## config.mk

```make
export PLATFORM = sky130hd
export DESIGN_NAME = lsu
export DESIGN_NICKNAME = d
export VERILOG_FILES = /design/src/rtl/lsu.sv
export SDC_FILE = /design/constraint.sdc
export NUM_CORES = 1
export LEC_CHECK = 0
export BUFFER_PORTS_ARGS = -buffer_cell sky130_fd_sc_hd__buf_2
export CAP_MARGIN = 10
export CORE_ASPECT_RATIO = 0.6
export CORE_MARGIN = 8
export CORE_UTILIZATION = 51
export CTS_BUF_LIST = sky130_fd_sc_hd__clkbuf_2
export DETAILED_ROUTE_END_ITERATION = 16
export GPL_ROUTABILITY_DRIVEN = 0
export GPL_TIMING_DRIVEN = 0
export PLACE_DENSITY = 0.87
export SLEW_MARGIN = 30
export SYNTH_ARGS = -nofsm -noshare
export SYNTH_HDL_FRONTEND = slang
export SYNTH_SLANG_ARGS = --single-unit
```

## constraint.sdc

```tcl
create_clock -name clk_i -period 3.83 [get_ports clk_i]
set_clock_uncertainty 0.1 [all_clocks]
set_input_delay 0.5745 -clock clk_i [delete_from_list [all_inputs] [get_ports clk_i]]
set_output_delay 0.5745 -clock clk_i [all_outputs]
set_load 0.05 [all_outputs]
```

## src/rtl/lsu.sv

```systemverilog
// lsu: RV32I load/store unit sitting between EX and the data-memory bus.
// Runs one data-memory transaction at a time over a req/gnt/rvalid bus.
// It returns either a lane-extracted, sign- or zero-extended load result
// or a store completion. Illegal encodings and bus timeouts complete with
// an error pulse.
// Optional feature: define LSU_MISALIGN_TRAP_EN to turn misaligned
// halfword/word accesses into error completions with no bus access.
// Without it, the misaligned low address bits are ignored.
//
// Handshakes:
//   - EX side: a request transfers on the rising edge where
//     lsu_valid_i & lsu_ready_o. lsu_ready_o is high only in IDLE.
//     Every accepted request yields exactly one single-cycle lsu_rvalid_o.
//     lsu_err_o qualifies that pulse.
//   - Bus side: dmem_req_o stays high, with dmem_we_o/addr/be/wdata
//     stable, until the edge where dmem_gnt_i is sampled high. The
//     response is the first dmem_rvalid_i seen in WAIT. A dmem_rvalid_i
//     seen in IDLE or REQ is ignored.
module lsu #(
  parameter int unsigned TIMEOUT_CYC = 255
) (
  input  logic        clk_i,
  input  logic        rst_ni,
  input  logic        lsu_valid_i,
  output logic        lsu_ready_o,
  input  logic        lsu_we_i,
  input  logic [2:0]  lsu_funct3_i,
  input  logic [31:0] lsu_addr_i,
  input  logic [31:0] lsu_wdata_i,
  output logic [31:0] lsu_rdata_o,
  output logic        lsu_rvalid_o,
  output logic        lsu_err_o,
  output logic        dmem_req_o,
  output logic        dmem_we_o,
  output logic [31:0] dmem_addr_o,
  output logic [3:0]  dmem_be_o,
  output logic [31:0] dmem_wdata_o,
  input  logic        dmem_gnt_i,
  input  logic        dmem_rvalid_i,
  input  logic [31:0] dmem_rdata_i,
  output logic [1:0]  lsu_state_o
);

  typedef enum logic [1:0] {
    S_IDLE = 2'd0,
    S_REQ  = 2'd1,
    S_WAIT = 2'd2
  } state_t;

  state_t      state_q, state_d;

  // Captured request
  logic        we_q;
  logic [2:0]  f3_q;
  logic [1:0]  off_q;
  logic [31:0] addr_q;
  logic [3:0]  be_q;
  logic [31:0] wdata_q;

  // Timeout counter and completion registers
  logic [15:0] cnt_q;
  logic        rvalid_q;
  logic        err_q;
  logic [31:0] rdata_q;

  // Combinational decode
  logic        accept;
  logic        illegal;
  logic        misal;
  logic        req_err;
  logic [3:0]  fmt_be;
  logic [31:0] fmt_wdata;
  logic [7:0]  lane_b;
  logic [15:0] lane_h;
  logic [31:0] load_fmt;
  logic        timeout_hit;
  logic        done_ok;
  logic        done_err;

  assign accept = lsu_valid_i & (state_q == S_IDLE);

  // The counter reaches TIMEOUT_CYC at the end of this cycle.
  assign timeout_hit = ((17'(cnt_q) + 17'd1) == 17'(TIMEOUT_CYC));

  // Classify the incoming request: illegal funct3 and optional misalignment.
  always_comb begin
    illegal = 1'b0;
    misal   = 1'b0;
    if (lsu_we_i) begin
      illegal = lsu_funct3_i[2] | (lsu_funct3_i[1:0] == 2'b11);
    end else begin
      illegal = (lsu_funct3_i == 3'b011) | (lsu_funct3_i[2:1] == 2'b11);
    end
`ifdef LSU_MISALIGN_TRAP_EN
    case (lsu_funct3_i[1:0])
      2'b01:   misal = lsu_addr_i[0];
      2'b10:   misal = |lsu_addr_i[1:0];
      default: misal = 1'b0;
    endcase
`else
    misal = 1'b0;
`endif
    req_err = illegal | misal;
  end

  // Byte enables and lane-replicated write data. Loads read the full word.
  always_comb begin
    fmt_be    = 4'b1111;
    fmt_wdata = 32'h0;
    if (lsu_we_i) begin
      case (lsu_funct3_i[1:0])
        2'b00: begin
          fmt_be    = 4'b0001 << lsu_addr_i[1:0];
          fmt_wdata = {4{lsu_wdata_i[7:0]}};
        end
        2'b01: begin
          fmt_be    = 4'b0011 << {lsu_addr_i[1], 1'b0};
          fmt_wdata = {2{lsu_wdata_i[15:0]}};
        end
        default: begin
          fmt_be    = 4'b1111;
          fmt_wdata = lsu_wdata_i;
        end
      endcase
    end
  end

  // Extract the addressed lane from the read word and extend it.
  always_comb begin
    lane_b   = 8'h00;
    lane_h   = 16'h0000;
    load_fmt = 32'h0;
    case (off_q)
      2'd0:    lane_b = dmem_rdata_i[7:0];
      2'd1:    lane_b = dmem_rdata_i[15:8];
      2'd2:    lane_b = dmem_rdata_i[23:16];
      default: lane_b = dmem_rdata_i[31:24];
    endcase
    lane_h = off_q[1] ? dmem_rdata_i[31:16] : dmem_rdata_i[15:0];
    case (f3_q)
      3'b000:  load_fmt = {{24{lane_b[7]}}, lane_b};
      3'b001:  load_fmt = {{16{lane_h[15]}}, lane_h};
      3'b100:  load_fmt = {24'h0, lane_b};
      3'b101:  load_fmt = {16'h0, lane_h};
      default: load_fmt = dmem_rdata_i;
    endcase
  end

  // Next state and completion decode.
  // In REQ a timeout beats a grant. In WAIT a response beats a timeout.
  always_comb begin
    state_d  = state_q;
    done_ok  = 1'b0;
    done_err = 1'b0;
    case (state_q)
      S_IDLE: begin
        if (accept) begin
          if (req_err) begin
            done_err = 1'b1;
          end else begin
            state_d = S_REQ;
          end
        end
      end
      S_REQ: begin
        if (timeout_hit) begin
          state_d  = S_IDLE;
          done_err = 1'b1;
        end else if (dmem_gnt_i) begin
          state_d = S_WAIT;
        end
      end
      S_WAIT: begin
        if (dmem_rvalid_i) begin
          state_d = S_IDLE;
          done_ok = 1'b1;
        end else if (timeout_hit) begin
          state_d  = S_IDLE;
          done_err = 1'b1;
        end
      end
      default: state_d = S_IDLE;
    endcase
  end

  // State register.
  always_ff @(posedge clk_i or negedge rst_ni) begin
    if (!rst_ni) begin
      state_q <= S_IDLE;
    end else begin
      state_q <= state_d;
    end
  end

  // Timeout counter: cleared on accept, counts every cycle spent in REQ/WAIT.
  always_ff @(posedge clk_i or negedge rst_ni) begin
    if (!rst_ni) begin
      cnt_q <= 16'd0;
    end else if (accept) begin
      cnt_q <= 16'd0;
    end else if ((state_q == S_REQ) || (state_q == S_WAIT)) begin
      cnt_q <= cnt_q + 16'd1;
    end
  end

  // Capture a legal request. Bus-facing fields stay stable until the next accept.
  always_ff @(posedge clk_i or negedge rst_ni) begin
    if (!rst_ni) begin
      we_q    <= 1'b0;
      f3_q    <= 3'b000;
      off_q   <= 2'b00;
      addr_q  <= 32'h0;
      be_q    <= 4'b0000;
      wdata_q <= 32'h0;
    end else if (accept && !req_err) begin
      we_q    <= lsu_we_i;
      f3_q    <= lsu_funct3_i;
      off_q   <= lsu_addr_i[1:0];
      addr_q  <= {lsu_addr_i[31:2], 2'b00};
      be_q    <= fmt_be;
      wdata_q <= fmt_wdata;
    end
  end

  // Completion pulse and result. Stores and errors return zero.
  // The result holds until the next completion.
  always_ff @(posedge clk_i or negedge rst_ni) begin
    if (!rst_ni) begin
      rvalid_q <= 1'b0;
      err_q    <= 1'b0;
      rdata_q  <= 32'h0;
    end else begin
      rvalid_q <= done_ok | done_err;
      err_q    <= done_err;
      if (done_err) begin
        rdata_q <= 32'h0;
      end else if (done_ok) begin
        rdata_q <= we_q ? 32'h0 : load_fmt;
      end
    end
  end

  assign lsu_ready_o  = (state_q == S_IDLE);
  assign lsu_rvalid_o = rvalid_q;
  assign lsu_err_o    = err_q;
  assign lsu_rdata_o  = rdata_q;
  assign dmem_req_o   = (state_q == S_REQ);
  assign dmem_we_o    = we_q;
  assign dmem_addr_o  = addr_q;
  assign dmem_be_o    = be_q;
  assign dmem_wdata_o = wdata_q;
  assign lsu_state_o  = state_q;

endmodule

```

[After elaboration in Yosys (flattened, before gate mapping)]
Cells that the tools add are included.
Word-level totals
  bits in registers: 124
  bits in latches: 0
  RAM bits: 0
  memory bits (read-only): 0
  input port bits: 105
  memories: 0
Cells by class
  $add $sub $neg: 2
  multipliers: 0
  div/mod/pow operators: 0
  $lt $le $gt $ge: 0
  eq/ne operators: 16
  shifts and indexed selects: 2
  mux-type cells: 27
  bitwise gates (word level): 4
  reduce and logical (&&, ||, !) cells: 10
Operator list (count)
  32-bit 2-to-1 mux: 4
  32-bit one-hot mux with 4 select lines: 1
  32-bit one-hot mux with 2 select lines: 1
  16-bit 2-to-1 mux: 3
  8-bit one-hot mux with 3 select lines: 1
  16-bit by 1-bit adder with 17-bit output (second input constant): 1
  17-bit by 8-bit equality test with 1-bit output (second input constant): 1
  16-bit by 1-bit adder with 16-bit output (second input constant): 1
  2-bit 2-to-1 mux: 6
  2-bit equality test (second input constant): 4
  4-bit one-hot mux with 2 select lines: 1
  1-bit 2-to-1 mux: 7
  2-bit by 1-bit equality test with 1-bit output (second input constant): 3
  3-bit equality test (second input constant): 2
  2-bit zero test: 3
  2-bit one-hot mux with 3 select lines: 1
  4-bit 2-to-1 mux: 1
  4-bit AND reduction: 1
  2-bit nonzero test: 2
  1-bit by 2-bit << shifter with 4-bit output (first input constant): 1
  2-bit by 2-bit << shifter with 4-bit output (first input constant): 1
  3-bit by 1-bit equality test with 1-bit output (second input constant): 1
  3-bit by 2-bit equality test with 1-bit output (second input constant): 1
  3-bit zero test: 1
  other kinds (10): 12

[Longest topological paths before layout]
  depth after elaboration: 7
  gate-level depth with buffers: 9

[Least setup slack after synthesis]
No wires, ideal clock.
  path kind: register -> register
  start: reg state_q[1] (netlist: lsu_state_o[1])
  end: reg rdata_q[16] (netlist: lsu_rdata_o[16])
  library setup time: 0.123 ns
  arrival: 2.505 ns
  required time: 3.607 ns
  slack: 1.102 ns
  stages on the path, launching flop included: 9
  buffers on the path: 2
  period minus slack after synthesis: 2.728 ns
  cell sequence: dfrtp_1 > inv_1 > ha_1 > and2_1 > clkbuf_1 > or3b_2 > o21ai_4 > buf_6 > a21oi_1
On the way
  cells in the longest elaborated chain, start to end: 5
  elaborated cells between the ends (all ways): 9
  those cells by class: 2 x eq/ne; 4 x mux; 1 x bitwise; 2 x reduce/logical
Ends and longest elaborated chain
  start: declaration: line 50  | state_t state_q, state_d;
  start signal: assignment: line 191  | state_q <= state_d;
  2-bit zero test (*)
  via lsu_ready_o: line 25  | output logic lsu_ready_o,
  1-bit bitwise AND: line 80  | assign accept = lsu_valid_i & (state_q == S_IDLE);
  1-bit 2-to-1 mux: line 157  | if (accept) begin
  1-bit one-hot mux with 3 select lines (*): line 155  | case (state_q)
  32-bit 2-to-1 mux or 2-bit nonzero test (tied branches)
  end signal: assignment: line 238  | rdata_q <= we_q ? 32'h0 : load_fmt;
  end: declaration: line 64  | logic [31:0] rdata_q;
The timed path passes the listed nets; every way through them passes the cells marked *.
A chain may end at the register's enable or synchronous reset.

[Worst setup path in the final report]
  start: reg cnt_q[1]
  end: reg rdata_q[19] (netlist: lsu_rdata_o[19])
On the way
  cells in the longest elaborated chain, start to end: 6
  elaborated cells between the ends (all ways): 7
  those cells by class: 1 x add/sub; 1 x eq/ne; 4 x mux; 1 x reduce/logical
Ends and longest elaborated chain
  start: declaration: line 61  | logic [15:0] cnt_q;
  start signal: assignment: line 202  | cnt_q <= cnt_q + 16'd1;
  16-bit by 1-bit adder with 17-bit output (*): line 83  | assign timeout_hit = ((17'(cnt_q) + 17'd1) == 17'(TIMEOUT_CYC));
  17-bit by 8-bit equality test with 1-bit output (*): line 83
  1-bit 2-to-1 mux (*): line 166, 177
  1-bit 2-to-1 mux: line 174  | if (dmem_rvalid_i) begin
  1-bit one-hot mux with 3 select lines (*): line 155
  32-bit 2-to-1 mux or 2-bit nonzero test (tied branches)
Every way passes the cells marked *; elsewhere a longest branch is shown, timed or not.

==> impl_metrics.tcl <==
set metrics [dict create \
    io_buffers 207 \
    post-route-min-period_ns 3.096 \
    yosys_warnings 0 \
    grtUsageTotal_pct 25.69 \
    clk_latency_ns 0.68 \
    die_w_um 159.5 \
    cts_buffer_depth 2 \
    syn_area_um2 6304 \
    synth_xor_area_share_pct 2.223 \
    layout-drive-gt1-share_pct 28.69 \
    vias_per_cell 5.509 \
    path_cells "ha_1 > clkbuf_1 > nand3_1 > or4b_1 > a311oi_1 > or4b_4 > o21ai_4 > buf_6 > a21oi_1" \
    synth_top_family_by_area "simple AND/OR/NAND/NOR gates" \
    critical-path-max-stage-delay_ns 0.55 \
    internal_power_mw 3.002 \
    die_h_um 102.1 \
    layout-area-overhead-vs-synth_pct 29.69 \
    cts_inserted_buffers 17 \
    max-cap-violations 0 \
    fillCellCount 948 \
    pin_count 212 \
    grt_pass1_vias 6330 \
    finalSetupViolCount 0 \
    power_mw 6.755 \
    cp_max_fo 10 \
    h-tree-depth 4 \
    synth_cell_types 55 \
    postCtsResizedCells 0 \
    run_status "finished clean" \
    final_antenna_net_count 0 \
    timing.setup.tns_ns 0 \
    synth_compound_area_share_pct 13.34 \
    grt_max_degree 71 \
    yosys.area.top_type_share_pct 49.23 \
    power_leakage_nw 4.165 \
    clkSinkCount 124 \
    crit_required_ns 4.29 \
    startpoint "cnt_q[1]$_DFFE_PN0P_" \
    synthSimpleGateAreaFrac_pct 22.57 \
    endpoint_kind "register" \
    synth.area.mux_share_pct 7.265 \
    crit_slowest_cell "dfrtp_1" \
    grt_pass1_wl_um 33430 \
    synth_flop_cell "dfrtp_1" \
    num_rows 31 \
    finalWirelength_um 21170 \
    synthCells 716 \
    first_pass_iters 6 \
    period_share_pct 80.83 \
    dpl_cell_area_um2 7587 \
    floorplan.initialDensity_pct 52.26 \
    seq_area_frac_synth_pct 49.23 \
    r2r_slack_ns 0.73 \
    die_area_um2 16290 \
    irDropWorstVdd_mv 0.3970 \
    cts_tree "yes" \
    clk_pin_slew_worst_paths_ns 0.21 \
    synth_area_leaders "dfrtp_1 49%, nand2_1 13%, o21ai_0 4.0%" \
    core_um2 12060 \
    startpoint_type "register" \
    worst_r2r_path_depth 9 \
    clock.fmax_mhz 323.0 \
    worstSetupPathType "register to register" \
    first_iter_violations 567 \
    hold_viol 0 \
    rr_startpoint "cnt_q[1]$_DFFE_PN0P_" \
    swShare_pct 55.55 \
    p_comb_share_pct 55.8 \
    dp_hpwl_um 15250 \
    drc 0 \
    slew_viol_final 0 \
    critical_path_buf_inv_count 2 \
    rsz0062_at_grt "no" \
    synth-seq-cells 124 \
    path_depth 9 \
    async_flop_share_pct 100.0 \
    cellPowerDensity_nw_per_um2 826.2 \
    synth_edf_count 0 \
    tightestPinTransition_ns 0.7982 \
    avgSynthCellArea_um2 8.804 \
    grt.overflow.total 0 \
    nNetsFinal 1088 \
    hold_start "lsu_wdata_i[2]" \
    critPathTopFamily "simple AND/OR/NAND/NOR gates" \
    min_to "dmem_wdata_o[2]$_DFFE_PN0P_" \
    hold_ws_ns 0.05747 \
    p_switching_mw 3.752 \
    power_frac_seq_pct 31.1 \
    slew_headroom_pct 46.59 \
    synthAdderAreaFrac_pct 1.191 \
    grt_antenna_before_repair 2 \
    vias 6374 \
    min_path_type "input pin to register" \
    clockRootBuffer "clkbuf_2" \
    whs_path_depth 3 \
    wire_per_inst_um 18.30 \
    p_clk_share_pct 13.1 \
    arrival_ns 3.55 \
    fin_area_um2 8175 \
    yosys.area.top_type "dfrtp_1" \
    r2r_end "lsu_rdata_o[19]$_DFFE_PN0P_" \
]
## state kept, by name (all words and copies together) (netlist names), 2 cells and up
register	count
f3_q	3
dmem_wdata_o	32
lsu_state_o	2
cnt_q	16
dmem_addr_o	30
off_q	2
dmem_be_o	4
lsu_rdata_o	32
## routing by layer
metal / share of wire (%) / global-route usage [%] / up-vias
li1: - / - / 2949
met1: 43 / 33.51 / 3039
met2: 45 / 40.35 / 346
met3: 11 / 8.930 / 36
met4: 1.5 / 6.921 / 4
met5: 0.12 / 0 / -
## through the flow
stage / util [%] / cells / setup slack, ns
final: 67.77 / 1157 / 0.7341
after global routing: 67.73 / 1155 / 0.5275
after global placement: 62.59 / 1089 / 0.4589
after detailed placement: 62.90 / 1090 / 0.7600
after CTS: 67.65 / 1154 / 0.7430
after floorplan: - / 717 / 1.102
## synth_stat cells, types with 2 or more instances
cell	number
dfrtp_1	124
xnor2_1	9
and2_1	4
mux2_2	20
nor3_1	7
or2_2	2
nand2b_1	5
o221ai_1	7
buf_6	3
nor2_1	41
nand4_1	7
mux2i_1	21
or4b_1	2
clkbuf_1	36
o21ai_0	51
buf_4	2
inv_1	13
buf_1	6
and3_1	2
nor2b_1	2
or3_1	4
nor4_1	3
a22oi_1	7
xor2_1	7
nand2_1	214
a21oi_2	11
ha_1	6
nand3_1	29
o22ai_1	2
a31oi_1	8
o21a_1	9
and4_1	2
a21oi_1	28
## repair_timing
item	4_1_cts	5_1_grt
setup buffers	0	0
hold endpoints to repair	85	1
hold buffers	32	1
## cells in the final DEF (no fill, tap or decap), types with 11 or more instances in the layout
cell and instances:
inv_1 13, dlygate4sd3_1 33, o21ai_0 51, nand3_1 29, a21oi_1 28, nand2_1 214
mux2i_1 21, buf_2 207, clkbuf_2 18, mux2_2 20, a21oi_2 11, nor2_1 41
dfrtp_1 124, clkbuf_1 36
## power groups by stage
stage | combinational (mW) | clock [mW] | sequential (mW)
3_5_place_dp | 3.71 | 0 | 2.11
4_1_cts | 3.75 | 0.895 | 2.08
6_report | 3.77 | 0.888 | 2.10
3_3_place_gp | 3.65 | 0 | 2.09
2_1_floorplan | 1.09 | 0 | 3.74
5_1_grt | 4.00 | 0.951 | 2.16
## worst register-to-register path: stages (launching register included)
cell and delay (ns):
dfrtp_1 0.55, ha_1 0.21, clkbuf_1 0.30, nand3_1 0.11, or4b_1 0.50, a311oi_1 0.20, or4b_4 0.50, o21ai_4 0.26
buf_6 0.21, a21oi_1 0.06
## layout make-up
class | count | area [um^2] | area share [%]
Timing Repair Buffer | 241 | 1404 | 17.17
Tap cell | 165 | 206.4 | 2.525
Clock buffer | 18 | 90.09 | 1.102
Buffer | 48 | 211.5 | 2.586
Inverter | 13 | 48.80 | 0.5969
Antenna cell | 2 | 5.005 | 0.06122
Sequential cell | 124 | 3103 | 37.96
Clock inverter | 14 | 162.7 | 1.990
Multi-Input combinational cell | 532 | 2944 | 36.01
## worst max-delay path by stage
stage | to | slack (ns)
finish | lsu_rdata_o[19]$_DFFE_PN0P_ | 0.73
global route | lsu_rdata_o[19]$_DFFE_PN0P_ | 0.53
CTS | lsu_rdata_o[19]$_DFFE_PN0P_ | 0.74
detailed placement | lsu_rdata_o[17]$_DFFE_PN0P_ | 0.76
global placement | dmem_addr_o[12]$_DFFE_PN0P_ | 0.46
floorplan | lsu_rdata_o[16]$_DFFE_PN0P_ | 1.10
## cell families after synthesis
| group | Yosys count |
|---|---|
| and+or+nand+nor | 331 |
| buffers and inverters | 61 |
| muxes | 42 |
| xor gates and xnor gates | 16 |
| DFF | 124 |
| adders and majority gates | 6 |
| other | 1 |
| AOI/OAI and AO/OA | 135 |
Note: power is estimated with default switching activity, not from simulation.
